===== src/rtl/uart_pkg.sv =====
// Shared types and limits for the UART receive deserializer.
package uart_pkg;

  localparam int W_DATA_MAX = 16;
  localparam int W_CNT      = $clog2(W_DATA_MAX + 1);

  typedef enum logic [1:0] {
    PM_NONE = 2'd0,
    PM_EVEN = 2'd1,
    PM_ODD  = 2'd2
  } parity_mode_t;

  typedef enum logic [1:0] {
    ST_IDLE = 2'd0,
    ST_DATA = 2'd1,
    ST_PAR  = 2'd2,
    ST_STOP = 2'd3
  } deser_state_t;

endpackage


===== src/rtl/deser_shreg.sv =====
// Enable/clear shift register that assembles the serial data word, LSB- or MSB-first.
module deser_shreg
  import uart_pkg::*;
#(
  parameter int W_DATA    = 8,
  parameter bit MSB_FIRST = 1'b0
) (
  input  logic              clk,
  input  logic              rst,
  input  logic              clr,
  input  logic              en,
  input  logic              bit_in,
  output logic [W_DATA-1:0] word,
  output logic [W_DATA-1:0] word_shift,
  output logic              par
);

  logic [W_DATA-1:0] shreg_d, shreg_q;

  // word_shift is the value the register takes on this enable, so a frame
  // can complete on its final strobe without waiting another cycle.
  always_comb begin
    if (MSB_FIRST) word_shift = {shreg_q[W_DATA-2:0], bit_in};
    else           word_shift = {bit_in, shreg_q[W_DATA-1:1]};
    shreg_d = shreg_q;
    if (clr)     shreg_d = '0;
    else if (en) shreg_d = word_shift;
  end

  always_ff @(posedge clk or negedge rst) begin
    if (!rst) shreg_q <= '0;
    else      shreg_q <= shreg_d;
  end

  assign word = shreg_q;
  assign par  = ^shreg_q;

endmodule


===== src/rtl/uart_rx_deser.sv =====
// UART receive deserializer: frame FSM, bit counter, holding register and status.
// Optional stop-bit check (STOP state, framing_err) under UART_RX_DESER_STOPCHK_EN.
//
// state   | meaning
// IDLE    | waiting for frame_start, bit_en ignored
// DATA    | shifting in W_DATA data bits
// PAR     | waiting for the parity bit
// STOP    | waiting for the stop bit (stop-check builds only)
module uart_rx_deser
  import uart_pkg::*;
#(
  parameter int W_DATA    = 8,
  parameter bit MSB_FIRST = 1'b0
) (
  input  logic              clk,
  input  logic              rst,
  input  logic              frame_start,
  input  logic              bit_en,
  input  logic              bit_in,
  input  logic [1:0]        parity_mode,
  output logic [W_DATA-1:0] data_out,
  output logic              data_valid,
  input  logic              data_ready,
  output logic              parity_err,
  output logic              overrun,
  input  logic              clr_status,
  output logic              busy
`ifdef UART_RX_DESER_STOPCHK_EN
  ,
  output logic              framing_err
`endif
);

  localparam logic [W_CNT-1:0] CNT_LAST = W_CNT'(W_DATA - 1);

  deser_state_t      state_d, state_q;
  logic [W_CNT-1:0]  cnt_d, cnt_q;
  logic [1:0]        mode_d, mode_q;
  logic [W_DATA-1:0] data_d, data_q;
  logic              valid_d, valid_q;
  logic              perr_d, perr_q;
  logic              ovr_d, ovr_q;

  logic              sh_clr, sh_en, sh_par;
  logic [W_DATA-1:0] sh_word, sh_shift;
  logic              complete, load;
  logic [W_DATA-1:0] word_c;
  logic              perr_c, par_on, par_calc;

`ifdef UART_RX_DESER_STOPCHK_EN
  logic perr_pend_d, perr_pend_q;
  logic ferr_d, ferr_q;
  logic ferr_c;
`endif

  deser_shreg #(
    .W_DATA    (W_DATA),
    .MSB_FIRST (MSB_FIRST)
  ) u_shreg (
    .clk        (clk),
    .rst        (rst),
    .clr        (sh_clr),
    .en         (sh_en),
    .bit_in     (bit_in),
    .word       (sh_word),
    .word_shift (sh_shift),
    .par        (sh_par)
  );

  assign par_on   = (mode_q == PM_EVEN) || (mode_q == PM_ODD);
  assign par_calc = sh_par ^ bit_in ^ (mode_q == PM_ODD);

  always_comb begin
    state_d  = state_q;
    cnt_d    = cnt_q;
    mode_d   = mode_q;
    sh_clr   = 1'b0;
    sh_en    = 1'b0;
    complete = 1'b0;
    word_c   = sh_word;
    perr_c   = 1'b0;
`ifdef UART_RX_DESER_STOPCHK_EN
    perr_pend_d = perr_pend_q;
    ferr_c      = 1'b0;
`endif
    if (frame_start) begin
      state_d = ST_DATA;
      cnt_d   = '0;
      mode_d  = parity_mode;
      sh_clr  = 1'b1;
`ifdef UART_RX_DESER_STOPCHK_EN
      perr_pend_d = 1'b0;
`endif
    end else if (bit_en) begin
      case (state_q)
        ST_DATA: begin
          sh_en = 1'b1;
          cnt_d = cnt_q + W_CNT'(1);
          if (cnt_q == CNT_LAST) begin
            if (par_on) begin
              state_d = ST_PAR;
            end else begin
`ifdef UART_RX_DESER_STOPCHK_EN
              state_d = ST_STOP;
`else
              state_d  = ST_IDLE;
              complete = 1'b1;
              word_c   = sh_shift;
`endif
            end
          end
        end
        ST_PAR: begin
`ifdef UART_RX_DESER_STOPCHK_EN
          state_d     = ST_STOP;
          perr_pend_d = par_calc;
`else
          state_d  = ST_IDLE;
          complete = 1'b1;
          perr_c   = par_calc;
`endif
        end
`ifdef UART_RX_DESER_STOPCHK_EN
        ST_STOP: begin
          state_d  = ST_IDLE;
          complete = 1'b1;
          perr_c   = perr_pend_q;
          ferr_c   = ~bit_in;
        end
`endif
        default: ;
      endcase
    end
  end

  // A finished word only replaces the holding register when it is empty or
  // being popped in the same cycle; otherwise it is dropped as an overrun.
  assign load = complete && (!valid_q || data_ready);

  always_comb begin
    valid_d = valid_q;
    data_d  = data_q;
    perr_d  = perr_q;
    ovr_d   = ovr_q;
`ifdef UART_RX_DESER_STOPCHK_EN
    ferr_d  = ferr_q;
`endif
    if (valid_q && data_ready) valid_d = 1'b0;
    if (load) begin
      valid_d = 1'b1;
      data_d  = word_c;
      perr_d  = perr_c;
`ifdef UART_RX_DESER_STOPCHK_EN
      ferr_d  = ferr_c;
`endif
    end
    if (clr_status)          ovr_d = 1'b0;
    if (complete && !load)   ovr_d = 1'b1;
  end

  always_ff @(posedge clk or negedge rst) begin
    if (!rst) begin
      state_q <= ST_IDLE;
      cnt_q   <= '0;
      mode_q  <= '0;
      data_q  <= '0;
      valid_q <= 1'b0;
      perr_q  <= 1'b0;
      ovr_q   <= 1'b0;
`ifdef UART_RX_DESER_STOPCHK_EN
      perr_pend_q <= 1'b0;
      ferr_q      <= 1'b0;
`endif
    end else begin
      state_q <= state_d;
      cnt_q   <= cnt_d;
      mode_q  <= mode_d;
      data_q  <= data_d;
      valid_q <= valid_d;
      perr_q  <= perr_d;
      ovr_q   <= ovr_d;
`ifdef UART_RX_DESER_STOPCHK_EN
      perr_pend_q <= perr_pend_d;
      ferr_q      <= ferr_d;
`endif
    end
  end

  assign data_out   = data_q;
  assign data_valid = valid_q;
  assign parity_err = perr_q;
  assign overrun    = ovr_q;
  assign busy       = (state_q != ST_IDLE);
`ifdef UART_RX_DESER_STOPCHK_EN
  assign framing_err = ferr_q;
`endif

endmodule

===== config.mk =====
export PLATFORM = sky130hd
export DESIGN_NAME = uart_rx_deser
export DESIGN_NICKNAME = d
export VERILOG_FILES = /design/src/rtl/uart_pkg.sv /design/src/rtl/deser_shreg.sv /design/src/rtl/uart_rx_deser.sv
export SDC_FILE = /design/constraint.sdc
export NUM_CORES = 1
export LEC_CHECK = 0
export ABC_AREA = 1
export BUFFER_PORTS_ARGS = -buffer_cell sky130_fd_sc_hd__buf_2
export CAP_MARGIN = 20
export CELL_PAD_IN_SITES_DETAIL_PLACEMENT = 0
export CELL_PAD_IN_SITES_GLOBAL_PLACEMENT = 1
export CORE_ASPECT_RATIO = 0.5
export CORE_MARGIN = 1
export CORE_UTILIZATION = 42
export CTS_CLUSTER_SIZE = 24
export DETAILED_ROUTE_END_ITERATION = 12
export GPL_ROUTABILITY_DRIVEN = 0
export PLACE_DENSITY = 0.85
export SLEW_MARGIN = 20
export SYNTH_ARGS = -nofsm -noshare
export SYNTH_HDL_FRONTEND = slang
export SYNTH_SLANG_ARGS = --single-unit

===== constraint.sdc =====
create_clock -name clk -period 1.7 [get_ports clk]
set_input_delay 0.085 -clock clk [delete_from_list [all_inputs] [get_ports clk]]
set_output_delay 0.085 -clock clk [all_outputs]
set_load 0.005 [all_outputs]

Yosys cells after proc, flatten, opt, wreduce, memory -nomap -nowiden
Cells that the tools add are included.

Reduce and logical (&&, ||, !) cells: 17. Eq/ne operators: 6. Add/sub/neg operators: 1. Bitwise logic cells: 2. Multiplexer cells: 31.

Operators by type and width (count): $mux W8 (7); $mux W1 (15); $mux W5 (3); $reduce_bool A2 Y1 (6); $mux W2 (4); $reduce_xor A8 Y1 (1); $add A5 B1 Y5 const B (1); $eq A5 B3 Y1 const B (1); $eq A2 B1 Y1 const B (2); $eq A2 B2 Y1 const B (2); $pmux W2 S2 (1); $logic_and A1 B1 Y1 (3); $ne A3 B3 Y1 const B (1); $reduce_and A3 Y1 (1); $reduce_bool A3 Y1 (1); $logic_not A1 Y1 (2); $logic_or A1 B1 Y1 (2); $pmux W1 S2 (1); $reduce_and A2 Y1 (1); $xor A1 B1 Y1 (2).

Word-level logic and storage cells: 65. Bits of input ports: 9. Bits in registers: 28.

Depth between registers and ports, before layout
Depth in word-level cells: 11. Depth in mapped cells: 11. Depth with buffers taken out: 11.

Hierarchy
Synthesis repeated with hierarchy kept, for this count alone.

Cells, all modules: 231. Area, all modules: 1701.6 sq um.

By module, submodules not included: uart_rx_deser (cells an instance 160, instances 1, area an instance 1184.9 sq um); deser_shreg (cells an instance 71, instances 1, area an instance 516.7 sq um).

Worst setup path before layout
No wires, ideal clock.

Path type: register to register. Start point: reg cnt_q[0]. End point: reg state_q[1]. Library setup time: 0.116 ns. Stages on the path, launching flop included: 10. Arrival time: 1.259 ns. Path slack: 0.325 ns. Path through: dfrtp_1 -> ha_1 -> nand2_2 -> nor2_2 -> and3_1 -> buf_6 -> o21ai_2 -> nand2_1 -> nand2_1 -> nand2_1.

Word-level cells in the longest chain between the ends: 3.

RTL lines: start, declared (line uart_rx_deser.sv:37) `logic [W_CNT-1:0] cnt_d, cnt_q;`; start signal, assigned (line uart_rx_deser.sv:176) `cnt_q <= cnt_d;`; $eq A5 B3 Y1 (line uart_rx_deser.sv:99) `if (cnt_q == CNT_LAST) begin`; $ne A3 B3 Y1 (no line); $reduce_and A3 Y1 (no line); end signal, assigned (line uart_rx_deser.sv:175) `state_q <= state_d;`; end, declared (line uart_rx_deser.sv:36) `deser_state_t state_d, state_q;`.

No other way between the ends. A chain may end at the register's enable or synchronous reset.

Final worst setup path
Start point: reg state_q[1]. End point: reg data_q[1] (netlist: data_out[1]).

Word-level cells in the longest chain between the ends: 5. Elaborated cells between the ends (all ways): 9. Classes of those cells: eq/ne (2); mux (6); reduce/logical (1).

RTL lines: $eq A2 B2 Y1 / $eq A2 B1 Y1 (equally long branches) (line uart_rx_deser.sv:95) `case (state_q)`; $pmux W1 S2 (line uart_rx_deser.sv:95); $mux W1 (line uart_rx_deser.sv:94) `end else if (bit_en) begin`; $mux W1 (line uart_rx_deser.sv:86) `if (frame_start) begin`; $logic_and A1 B1 Y1 (line uart_rx_deser.sv:138) `assign load = complete && (!valid_q || data_ready);`; end signal, assigned (line uart_rx_deser.sv:178) `data_q <= data_d;`; end, declared (line uart_rx_deser.sv:39) `logic [W_DATA-1:0] data_d, data_q;`.

Several ways; a longest one is shown, not always the timed one.

==> results.sh <==
export IMPL_status="finished clean"
export IMPL_drt_wirelength_per_cell_um=11.1
export IMPL_htree_levels=1
export IMPL_hold_viol_final=0
export IMPL_port_buffers=20
export IMPL_coreArea_mm2=0.00349
export IMPL_reg2reg_slack_ps=230
export IMPL_fmax_mhz=680
export IMPL_die_area_mm2=0.00396
export IMPL_ios=21
export IMPL_start_util_pct=44.4
export IMPL_r2r_start="state_q[1]"
export IMPL_critical_path_class="reg2reg"
export IMPL_grt_usage_pct=17.8
export IMPL_post_cts_buffers=0
export IMPL_tns_ps=0
export IMPL_swShare_pct=27.0
export IMPL_die_h_um=45.0
export IMPL_synthCells=195
export IMPL_die_w_um=88.0
export IMPL_crit_family="simple AND/OR/NAND/NOR gates"
export IMPL_p_sw_uw=339
export IMPL_path_max_fanout=10
export IMPL_slew_viol_final=0
export IMPL_max_stage_delay_ps=410
export IMPL_clock_sinks=28
export IMPL_first_pass_iters=4
export IMPL_ant_nets=0
export IMPL_hold_path_class="in2reg"
export IMPL_synth_nets=209
export IMPL_peakVddDrop_mv=0.286
export IMPL_final_util_pct=50.8
export IMPL_slew_headroom_pct=57.5
export IMPL_antenna_cells=0
export IMPL_clock_power_share_pct=29.4
export IMPL_synth_top_area_share_pct=45.2
export IMPL_skew_ps=2.27
export IMPL_drt_iter0_markers=65
export IMPL_clk_path_buf_depth=2
export IMPL_clock_latency_ps=280
export IMPL_grt_pass1_vias=1135
export IMPL_finalPower_mw=1.25
export IMPL_power_share_sequential_pct=55.9
export IMPL_path_clk_slew_ps=90
export IMPL_grt_max_degree=29
export IMPL_reg2regPathDepth=7
export IMPL_path_buf_inv=1
export IMPL_p_leak_nw=0.962
export IMPL_yosysTopAreaCell="dfrtp_1"
export IMPL_grt_pass1_wl_um=5150
export IMPL_rsz0062_at_grt="false"
export IMPL_yosys_warnings=0
export IMPL_drt_wl_total_um=3000
export IMPL_min_to="mode_q[1]"
export IMPL_antenna_found_initial=0
export IMPL_start_kind="flop"
export IMPL_cts_buffers=3
export IMPL_vias=1285
export IMPL_min_period_ps=1470
export IMPL_yosysSeqAreaShare_pct=45.2
export IMPL_core_rowCount=15
export IMPL_hold_start="frame_start"
export IMPL_endpoint_kind="flop"
export IMPL_worst_endpoint_arrival_ps=1700
export IMPL_critPathSlowestCell="dfrtp_1"
export IMPL_cap_violations=0
export IMPL_fin_nets=235
export IMPL_avgSynthCellArea_um2=7.96
export IMPL_synth_ff_latch_count=28
export IMPL_clock_root_buffer="clkbuf_8"
export IMPL_r2r_end="data_out[1]"
export IMPL_cp_cell_sequence="inv_1 -> ha_1 -> and3_2 -> nand3_4 -> nand2_1 -> nand3_1 -> nand2_1"
export IMPL_syn_to_final_growth_pct=14.3
export IMPL_grt_overflow=0
export IMPL_setup_violations=0
export IMPL_required_ps=1930
export IMPL_crit_top_cell="nand2_1"
export IMPL_combinationalPowerShare_pct=14.6
export IMPL_hold_depth=3
export IMPL_p_per_area_mw_per_mm2=706
export IMPL_cell_internal_pwr_uw=914
export IMPL_fin_crit_sh_pct=86.5
export IMPL_drc=0
export IMPL_dp_hpwl_um=2230
export IMPL_synth_cell_area_mm2=0.00155
export IMPL_worst_pin_slew_ps=637
export IMPL_drive_gt1_share_pct=18.3
export IMPL_tritoncts="done"
export IMPL_ys_types=26
export IMPL_avgViaCountPerCell=4.76
export IMPL_ys_top_cells_by_area="dfrtp_1 45%, nand2_1 16%, inv_1 5.8%"
[layer usage]
layer  vias up  track usage (%)  routed length [um]
met5         -                0                   0
met4         0             8.52                  54
met3         6             4.39                 131
met2        20             25.7                1260
met1       576             25.1                1550
li1        683                -                   -
[cell families (layout without fill, tap and decap cells)]
group | count (synthesis) | in the layout | synth area share, %
and+or+nand+nor | 111 | 111 | 33.9
DFF | 28 | 28 | 45.2
xor gates and xnor gates | 2 | 2 | 1.13
buffers and inverters | 31 | 55 | 8.79
AOI/OAI and AO/OA | 18 | 18 | 7.02
adders and majority gates | 5 | 5 | 4.03
[sequential cells by signal (all words and copies together) (netlist names)]
register / flops
data_valid: 1
state_q: 2
parity_err: 1
cnt_q: 5
overrun: 1
mode_q: 2
data_out: 8
u_shreg.word: 8
[cell usage after synthesis]
library cell	instances
and3_1	1
nand3_4	2
o21ai_2	2
buf_6	2
nor2_1	8
nor2_4	1
dfrtp_1	28
and3_4	1
o22ai_1	9
xor2_1	1
buf_2	2
o21ai_0	3
nand2_2	3
ha_1	5
nor2_2	2
o21ai_1	1
nand4_1	9
a21oi_1	3
inv_2	2
nor3_2	1
nor3_1	1
xnor2_1	1
nand3_1	17
inv_4	1
nand2_1	65
inv_1	24
[power groups by stage]
stage / sequential, mW / combinational [mW] / clock (mW)
2_1_floorplan: 0.713 / 0.116 / 0
3_3_place_gp: 0.713 / 0.174 / 0
3_5_place_dp: 0.714 / 0.179 / 0
4_1_cts: 0.701 / 0.186 / 0.385
5_1_grt: 0.704 / 0.212 / 0.400
6_report: 0.701 / 0.183 / 0.368
[cell usage in the layout, fill, tap and decap left out, drive strengths merged]
cell type,instances
nor2,11
nand2,68
clkbuf,3
inv,27
dfrtp,28
dlygate4sd3,4
o21ai,6
nand3,19
buf,21
and3,2
a21oi,3
nand4,9
ha,5
xnor2,1
o22ai,9
nor3,2
xor2,1
[worst min-delay path: cells and delay by family]
family	cells	cell delay, ps
buffers and inverters	1	150
AND/OR/NAND/NOR	2	110
[final cells by class]
type / count / area (um^2)
fillers: 362 / 1720
multi-input cells: 136 / 716
flip-flops and latches: 28 / 701
repair buffers: 25 / 148
inverters: 27 / 104
well taps: 51 / 63.8
clock buffers: 3 / 41.3
[how the worst max path moves through the flow]
| stage | start | slack (ps) | end | cells past startpoint |
|---|---|---|---|---|
| detailed placement | cnt_q[0] | 100 | data_out[1] | 8 |
| floorplan | cnt_q[0] | 320 | state_q[1] | 9 |
| finish | state_q[1] | 230 | data_out[1] | 7 |
| global placement | cnt_q[0] | 170 | data_out[6] | 8 |
| CTS | cnt_q[0] | 70 | data_out[1] | 8 |
| global route | cnt_q[0] | 80 | data_out[7] | 8 |
[stage by stage]
| stage | hold slack, ps | instances | worst slack (ps) | instance area (um^2) |
|---|---|---|---|---|
| after floorplan | -211 | 195 | 325 | 1550 |
| after global placement | 127 | 263 | 167 | 1690 |
| after detailed placement | 151 | 263 | 104 | 1690 |
| after CTS | 85.6 | 270 | 65.6 | 1770 |
| after global routing | 105 | 270 | 77.8 | 1770 |
| final | 92.7 | 270 | 230 | 1770 |
[repair_timing]
item / 4_1_cts / 5_1_grt
hold buffers: 4 / 0
hold endpoints to repair: 31 / 0
gates resized for setup: 0 / 1
setup endpoints to repair: 0 / 8
Power figures use the tool's default switching activity.
